**config.mk**
```make
export PLATFORM = sky130hd
export DESIGN_NAME = inst_ram_arbiter
export DESIGN_NICKNAME = d
export VERILOG_FILES = /design/src/rtl/inst_ram_arbiter.sv
export SDC_FILE = /design/constraint.sdc
export NUM_CORES = 1
export LEC_CHECK = 0
export BUFFER_PORTS_ARGS = -buffer_cell sky130_fd_sc_hd__buf_2
export CAP_MARGIN = 25
export CORE_ASPECT_RATIO = 0.9
export CORE_UTILIZATION = 44
export DETAILED_ROUTE_END_ITERATION = 10
export GPL_TIMING_DRIVEN = 0
export PLACE_DENSITY = 0.83
export RECOVER_POWER = 25
export SLEW_MARGIN = 25
export SYNTH_ARGS = -nofsm -noshare
export SYNTH_HDL_FRONTEND = slang
export SYNTH_SLANG_ARGS = --single-unit
```
**constraint.sdc**
```tcl
create_clock -name clk -period 1.7 [get_ports clk]
set_input_delay 0.255 -clock clk [delete_from_list [all_inputs] [get_ports clk]]
set_output_delay 0.255 -clock clk [all_outputs]
set_load 0.02 [all_outputs]
```
**src/rtl/inst_ram_arbiter.sv**
```systemverilog
// rtl/inst_ram_arbiter.sv - arbitrates instruction RAM between fetch reads, loader writes and program switches
// Optional feature: define INST_ARB_TIMEOUT_EN to bound RD/WR waits to TO_CYC cycles with a sticky err flag.
module inst_ram_arbiter #(
  parameter int ADDR_W = 10,
  parameter int PT_W   = 2,
  parameter int TO_CYC = 15
) (
  input  logic              clk,
  input  logic              clr,
  input  logic              f_req,
  input  logic [ADDR_W-1:0] f_addr,
  output logic [31:0]       f_data,
  output logic              f_valid,
  input  logic              w_req,
  input  logic [ADDR_W-1:0] w_addr,
  input  logic [31:0]       w_data,
  output logic              w_ack,
  input  logic [PT_W-1:0]   prog_sel,
  output logic [PT_W-1:0]   prog_type,
  output logic              prog_switched,
  output logic              ram_re,
  output logic [ADDR_W-1:0] ram_raddr,
  input  logic [31:0]       ram_rdata,
  input  logic              ram_rfin,
  output logic              ram_we,
  output logic [ADDR_W-1:0] ram_waddr,
  output logic [31:0]       ram_wdata,
  input  logic              ram_wfin,
  output logic              err
);
  typedef enum logic [1:0] {IDLE = 2'd0, RD = 2'd1, WR = 2'd2, SW = 2'd3} state_t;

  state_t            state_q, state_d;
  logic              last_w_q, last_w_d;
  logic              sw_cnt_q, sw_cnt_d;
  logic [PT_W-1:0]   prog_type_q, prog_type_d;
  logic [31:0]       f_data_q, f_data_d;
  logic              f_valid_q, f_valid_d;
  logic              w_ack_q, w_ack_d;
  logic              prog_sw_q, prog_sw_d;
  logic              ram_re_q, ram_re_d;
  logic              ram_we_q, ram_we_d;
  logic [ADDR_W-1:0] ram_raddr_q, ram_raddr_d;
  logic [ADDR_W-1:0] ram_waddr_q, ram_waddr_d;
  logic [31:0]       ram_wdata_q, ram_wdata_d;

  logic idle_ok, go_sw, pick_w, go_wr, go_rd;
  logic rd_busy, wr_busy, to_hit, rd_to, wr_to;

  // A lingering fin from the previous transaction must drain before anything new starts.
  assign idle_ok = (state_q == IDLE) && !ram_rfin && !ram_wfin;
  assign go_sw   = idle_ok && (prog_sel != prog_type_q);
  assign pick_w  = w_req && (!f_req || !last_w_q);
  assign go_wr   = idle_ok && !go_sw && pick_w;
  assign go_rd   = idle_ok && !go_sw && f_req && !pick_w;
  assign rd_busy = (state_q == RD) && !ram_rfin;
  assign wr_busy = (state_q == WR) && !ram_wfin;
  assign rd_to   = rd_busy && to_hit;
  assign wr_to   = wr_busy && to_hit;

`ifdef INST_ARB_TIMEOUT_EN
  localparam int TO_W = $clog2(TO_CYC + 1);
  logic [TO_W-1:0] to_cnt_q, to_cnt_d;
  logic            err_q, err_d;

  assign to_hit = (to_cnt_q == TO_W'(TO_CYC - 1));

  always_comb begin
    to_cnt_d = to_cnt_q;
    err_d    = err_q;
    if (go_rd || go_wr) begin
      to_cnt_d = '0;
    end else if (rd_busy || wr_busy) begin
      if (to_hit) err_d = 1'b1;
      else        to_cnt_d = to_cnt_q + 1'b1;
    end
  end

  always_ff @(posedge clk) begin
    if (clr) begin
      to_cnt_q <= '0;
      err_q    <= 1'b0;
    end else begin
      to_cnt_q <= to_cnt_d;
      err_q    <= err_d;
    end
  end

  assign err = err_q;
`else
  logic unused_to_cyc;
  assign unused_to_cyc = TO_CYC[0];
  assign to_hit        = 1'b0;
  assign err           = 1'b0;
`endif

  always_ff @(posedge clk) begin
    if (clr) state_q <= IDLE;
    else     state_q <= state_d;
  end

  always_comb begin
    state_d = state_q;
    case (state_q)
      IDLE: begin
        if (go_sw)      state_d = SW;
        else if (go_wr) state_d = WR;
        else if (go_rd) state_d = RD;
      end
      RD:      if (ram_rfin || rd_to) state_d = IDLE;
      WR:      if (ram_wfin || wr_to) state_d = IDLE;
      SW:      if (sw_cnt_q) state_d = IDLE;
      default: state_d = IDLE;
    endcase
  end

  always_comb begin
    last_w_d    = last_w_q;
    sw_cnt_d    = sw_cnt_q;
    prog_type_d = prog_type_q;
    f_data_d    = f_data_q;
    f_valid_d   = 1'b0;
    w_ack_d     = 1'b0;
    prog_sw_d   = 1'b0;
    ram_re_d    = ram_re_q;
    ram_we_d    = ram_we_q;
    ram_raddr_d = ram_raddr_q;
    ram_waddr_d = ram_waddr_q;
    ram_wdata_d = ram_wdata_q;
    case (state_q)
      IDLE: begin
        if (go_sw) begin
          prog_type_d = prog_sel;
          sw_cnt_d    = 1'b0;
        end else if (go_wr) begin
          ram_we_d    = 1'b1;
          ram_waddr_d = w_addr;
          ram_wdata_d = w_data;
          last_w_d    = 1'b1;
        end else if (go_rd) begin
          ram_re_d    = 1'b1;
          ram_raddr_d = f_addr;
          last_w_d    = 1'b0;
        end
      end
      RD: begin
        if (ram_rfin) begin
          f_data_d  = ram_rdata;
          f_valid_d = 1'b1;
          ram_re_d  = 1'b0;
        end else if (rd_to) begin
          f_data_d  = '0;
          f_valid_d = 1'b1;
          ram_re_d  = 1'b0;
        end
      end
      WR: begin
        if (ram_wfin || wr_to) begin
          ram_we_d = 1'b0;
          w_ack_d  = 1'b1;
        end
      end
      SW: begin
        if (sw_cnt_q) prog_sw_d = 1'b1;
        else          sw_cnt_d  = 1'b1;
      end
      default: ;
    endcase
  end

  always_ff @(posedge clk) begin
    if (clr) begin
      last_w_q    <= 1'b0;
      sw_cnt_q    <= 1'b0;
      prog_type_q <= '0;
      f_data_q    <= '0;
      f_valid_q   <= 1'b0;
      w_ack_q     <= 1'b0;
      prog_sw_q   <= 1'b0;
      ram_re_q    <= 1'b0;
      ram_we_q    <= 1'b0;
      ram_raddr_q <= '0;
      ram_waddr_q <= '0;
      ram_wdata_q <= '0;
    end else begin
      last_w_q    <= last_w_d;
      sw_cnt_q    <= sw_cnt_d;
      prog_type_q <= prog_type_d;
      f_data_q    <= f_data_d;
      f_valid_q   <= f_valid_d;
      w_ack_q     <= w_ack_d;
      prog_sw_q   <= prog_sw_d;
      ram_re_q    <= ram_re_d;
      ram_we_q    <= ram_we_d;
      ram_raddr_q <= ram_raddr_d;
      ram_waddr_q <= ram_waddr_d;
      ram_wdata_q <= ram_wdata_d;
    end
  end

  assign f_data        = f_data_q;
  assign f_valid       = f_valid_q;
  assign w_ack         = w_ack_q;
  assign prog_type     = prog_type_q;
  assign prog_switched = prog_sw_q;
  assign ram_re        = ram_re_q;
  assign ram_raddr     = ram_raddr_q;
  assign ram_we        = ram_we_q;
  assign ram_waddr     = ram_waddr_q;
  assign ram_wdata     = ram_wdata_q;

endmodule

```
---- Word-level counts from Yosys, hierarchy flattened ----
Index checks and enable logic that the tools add are counted.
operators by class
  reductions and logical operators ........ 32
  equality and inequality tests ........... 13
  bitwise operators ....................... 5
  multiplexer cells ....................... 23
operators with widths
  kind                                                 number
  != test 2 bit, second input constant                 8
  two-way mux 1 bit                                    13
  two-way mux 2 bit                                    6
  AND reduction 4 bit                                  3
  logical AND 1 bit                                    8
  one-hot mux 2 bit (4 select lines)                   1
  nonzero test 2 bit                                   4
  zero test 1 bit                                      6
  one-hot mux 1 bit (2 select lines)                   3
  AND reduction 2 bit                                  3
  AND reduction 3 bit                                  2
  OR reduction 2 bit                                   3
  inverter 1 bit                                       5
  AND reduction 5 bit                                  1
  equality test 2 bit, second input constant           2
  != test 4 bit, second input constant                 1
  equality test 2 x 1 -> 1 bit, second input constant  1
  zero test 2 bit                                      1
  != test 2 bit                                        1
  logical OR 1 bit                                     1
storage, ports and cells
  input bits .............................. 92
  flip-flop bits (word level) ............. 95
  output and inout port bits .............. 92
  logic and storage cells ................. 86

---- Longest topological paths before layout ----
  word-level depth ........................ 12
  depth in mapped cells ................... 7
  depth with buffers taken out ............ 4

---- Least setup slack after synthesis ----
Ideal clock, no wire load.
  path kind ............................... reg-to-reg
  start ................................... register prog_type_q[0] (netlist: prog_type[0])
  end ..................................... register state_q[0]
  arrival time ............................ 1412 ps
  setup slack ............................. 172 ps
  required time ........................... 1584 ps
  stages on the path, launching flop included .. 6
  library setup time ...................... 116 ps
  cell sequence ........................... dfxtp_1 -> xnor2_1 -> and4_1 -> buf_4 -> nor4_1 -> a41o_1
on the way
  cells in the longest elaborated chain, start to end .. 8
  elaborated cells between the ends (all ways) .. 12
  those cells by class .................... eq/ne: 2; mux: 3; reduce/logical: 7
RTL lines
  item                                                                              line     RTL
  from (decl)                                                                       36       logic [PT_W-1:0] prog_type_q, prog_type_d;
  from (signal assigned)                                                            188      prog_type_q <= prog_type_d;
  != test 2 bit (*)                                                                 52       assign go_sw = idle_ok && (prog_sel != prog_type_q);
  logical AND 1 bit (*)                                                             52
  zero test 1 bit                                                                   54, 55
  logical AND 1 bit                                                                 54, 55
  logical AND 1 bit (on tied branches)                                              54, 55
  two-way mux 2 bit / logical AND 1 bit (equally long branches)                     107, 55
  two-way mux 2 bit / != test 4 bit (equally long branches)                         n/a
  one-hot mux 2 bit (4 select lines) / AND reduction 4 bit (equally long branches)  n/a
  to (signal assigned)                                                              99       else state_q <= state_d;
  to (decl)                                                                         33       state_t state_q, state_d;
Every way passes the cells marked *; elsewhere a longest branch is shown, timed or not.
A chain may end at the register's enable or synchronous reset.

---- Worst setup path in the final report ----
  start ................................... register state_q[1]
  end ..................................... register sw_cnt_q
on the way
  cells in the longest elaborated chain, start to end .. 6
  elaborated cells between the ends (all ways) .. 9
  those cells by class .................... eq/ne: 2; mux: 1; reduce/logical: 6
RTL lines
  item                             line     RTL
  zero test 2 bit                  51, 130
  logical AND 1 bit (2 in series)  51       assign idle_ok = (state_q == IDLE) && !ram_rfin && !ram_wfin;
  logical AND 1 bit                52
  != test 2 bit (no line)          n/a
  AND reduction 2 bit (no line)    n/a
  to (signal assigned)             187      sw_cnt_q <= sw_cnt_d;
  to (decl)                        35       logic sw_cnt_q, sw_cnt_d;
Parallel ways exist; a longest one is shown, timed or not.

==> impl_metrics.toml <==
[routing]
routed_wl_um = 9240
post_drt_via_cell_ratio = 4.84
drcViolationCount = 0
antenna_violating_nets_post_route = 0
routed_wire_length_per_instance_um = 12.7
vias = 3517
first_pass_iters = 4
first_iter_violations = 135

[timing]
finalHoldViolCount = 0
period_needed_ns = 1.62
timing.final.max_slew_violations = 0
grt_setup_unrepaired = "yes"
worst_pin_slew_ns = 0.555
total_negative_setup_slack_ns = 0
fin_worst_hold_slack_ns = 0.118
postLayoutSetupSlackWorst_ns = 0.0787
max-slew-margin-rel = 0.630
report.final.setup_viol = 0
achievable-frequency_mhz = 617
final.period_utilization = 0.954
worst_clock_skew_ns = 0.0117

[power]
total_leakage_power_nw = 1.93
p_per_area_nw_per_um2 = 960
sequential_group_share_of_total_power = 0.524
total_net_switching_power_mw = 1.22
combPwrFrac = 0.146
p_int_mw = 3.28
irDropWorstVdd_v = 0.000510
netSwitchingFraction = 0.271
share_clk_of_total_power = 0.330

[place]
placement.cell_area_um2 = 4500
place_worst_setup_slack_ns = -0.137
port_buffers = 182
place.gp.congestion = 0.827
dpl.cell_count = 709
post-dp-hpwl_um = 6950

[synth]
synth_seq_cells = 95
synth-seq-area-share = 0.549
synthArstFlopShare = 0
yosysUniqueCellTypes = 30
ys.warnings.count = 0
ys_top_cells_by_count = "sky130_fd_sc_hd__nand2_1 (158), sky130_fd_sc_hd__dfxtp_1 (95), sky130_fd_sc_hd__a21oi_1 (88)"
post-synth-top-area-fraction = 0.549
synth_area_um2 = 3460
synth_nets = 523
synth_edf_count = 0
synth-main-ff-cell = "sky130_fd_sc_hd__dfxtp_1"
cells_taking_the_most_area_after_synthesis = "sky130_fd_sc_hd__dfxtp_1 (55%), sky130_fd_sc_hd__nand2_1 (17%), sky130_fd_sc_hd__a21oi_1 (13%)"
syn_avg_cell_area_um2 = 8.04
synthCells = 431
yosysTopAreaCell = "sky130_fd_sc_hd__dfxtp_1"
post-synth-top-count-cell = "sky130_fd_sc_hd__nand2_1"

[cts]
cts.sink_count = 95
cts_hold_buffers = 0
cts_buffers = 9
cts_tree = "built"
clk-insertion-delay-late_ns = 0.36
htreeDepth = 3
clkSlewWorstSetupHoldPaths_ns = 0.09
ctsLongestPathBuffers = 2
cts_root_buf = "sky130_fd_sc_hd__clkbuf_8"

[floorplanning]
die_x_um = 95.5
die_area_um2 = 8230
placeableCoreArea_um2 = 7580
floorplan.rows = 30
initial_utilization = 0.457
chipHeight_um = 86.2
io_pins = 184

[critical_path]
required_ns = 1.92
path_buf_inv = 1
timing_worst_setup_path_type = "flop to flop"
critical_path.slowest_cell = "sky130_fd_sc_hd__or4_1"
critical-path-top-delay-family = "simple AND/OR/NAND/NOR gates"
critical_path.cell_chain = "clkbuf_1, or4_1, o21ai_0, a21oi_1"
critPathMaxStageDelay_ns = 0.65
crit_path_max_fanout = 10
cp-start-kind = "flop"
worst-endpoint-arrival_ns = 1.84
timing.critical_path.to_type = "flop"

[run_status]
run_status = "complete, no violations"

[cells_and_area]
area_growth_syn_to_layout_pct = 35.4
design.final.nets = 718
n_antenna_cell = 0
final_cell_area_um2 = 4690
layout.cells.non_filler = 727
final_layout_size_suffix_gt1_frac = 0.276

[run]
cap_viol_max_count = 0

[global_routing]
antenna_violations_before_repair = 0
grt_first_pass_wirelength_um = 14200
via_count_of_the_first_global_routing_pass = 3145
grt_max_degree = 16
grt-ovfl-total = 0
global_route.usage.total = 0.224

[hold_path]
hold_path.class = "input pin to flop"
-- registers in the layout, indices dropped and copies added, names as in the netlist --
name	count
prog_switched	1
sw_cnt_q	1
ram_waddr	10
ram_re	1
f_valid	1
prog_type	2
w_ack	1
ram_we	1
ram_raddr	10
last_w_q	1
f_data	32
state_q	2
ram_wdata	32
-- cell usage in the layout (no fill, tap or decap), types with 2 or more instances in the layout --
cell type,count
sky130_fd_sc_hd__xnor2_2,2
sky130_fd_sc_hd__clkbuf_1,64
sky130_fd_sc_hd__clkinv_4,2
sky130_fd_sc_hd__nand3_1,12
sky130_fd_sc_hd__buf_4,5
sky130_fd_sc_hd__buf_2,137
sky130_fd_sc_hd__nand2b_1,2
sky130_fd_sc_hd__a21oi_1,88
sky130_fd_sc_hd__dfxtp_1,95
sky130_fd_sc_hd__o21ai_0,12
sky130_fd_sc_hd__clkbuf_2,4
sky130_fd_sc_hd__clkbuf_4,4
sky130_fd_sc_hd__buf_8,4
sky130_fd_sc_hd__inv_1,2
sky130_fd_sc_hd__nor2_1,5
sky130_fd_sc_hd__nand4_1,2
sky130_fd_sc_hd__clkbuf_8,10
sky130_fd_sc_hd__clkinv_2,2
sky130_fd_sc_hd__a311oi_1,2
sky130_fd_sc_hd__nor4_1,2
sky130_fd_sc_hd__and4_1,2
sky130_fd_sc_hd__nand2_1,158
-- layout make-up --
type / instances / area, um2
well taps: 96 / 120
fillers: 728 / 2890
clock buffers: 11 / 141
multi-input cells: 301 / 1390
plain buffers: 32 / 194
inverters: 2 / 7.51
clock inverters: 5 / 57.6
repair buffers: 185 / 876
flip-flops and latches: 95 / 1900
-- worst min-delay path: stages --
cell and delay (ns):
sky130_fd_sc_hd__buf_2 0.09, sky130_fd_sc_hd__nand2_1 0.04, sky130_fd_sc_hd__a21oi_1 0.05
-- kinds of logic (layout without fill, tap and decap cells) --
logic type | Yosys count | in the layout | share of synthesized area
other | 1 | 1 | 0.00108
buffers and inverters | 35 | 235 | 0.0538
and+or+nand+nor | 191 | 191 | 0.229
xor gates and xnor gates | 2 | 2 | 0.00506
AOI/OAI and AO/OA | 107 | 107 | 0.163
DFF | 95 | 95 | 0.549
-- final timing paths --
| check | startpoint | end | slack, ns | depth (start not counted) |
|---|---|---|---|---|
| min | ram_rdata[28] | f_data[28]$_SDFFE_PP0P_ | 0.12 | 3 |
| max reg2reg | state_q[1]$_SDFFE_PP0P_ | sw_cnt_q$_SDFFE_PP0P_ | 0.08 | 4 |
| max | state_q[1]$_SDFFE_PP0P_ | sw_cnt_q$_SDFFE_PP0P_ | 0.08 | 4 |
| min reg2reg | ram_wdata[30]$_SDFFE_PP0P_ | ram_wdata[30]$_SDFFE_PP0P_ | 0.45 | 2 |
-- layer usage --
layer	track usage	routed length (um)
met4	0.0570	99
met1	0.253	3840
met2	0.376	4300
met3	0.110	998
met5	0	0
-- power groups by stage --
stage               Combinational (mW)  Sequential, mW  Clock (mW)
finish                           0.658            2.36        1.49
global route                     0.722            2.37        1.64
CTS                              0.654            2.36        1.53
detailed placement               0.646            2.41           0
global placement                 0.634            2.41           0
floorplan                        0.282            2.50           0
-- what timing repair did --
item,in CTS,in global routing
resized for setup,7,10
pin swaps,2,1
setup buffers,1,2
endpoints found under the setup margin,70,83
-- through the flow --
step / util / total power [mW]
CTS: 0.621 / 4.54
global route: 0.619 / 4.74
finish: 0.619 / 4.50
global placement: 0.593 / 3.04
floorplan: - / 2.79
detailed placement: 0.593 / 3.05
Note: power is estimated with default switching activity, not from simulation.
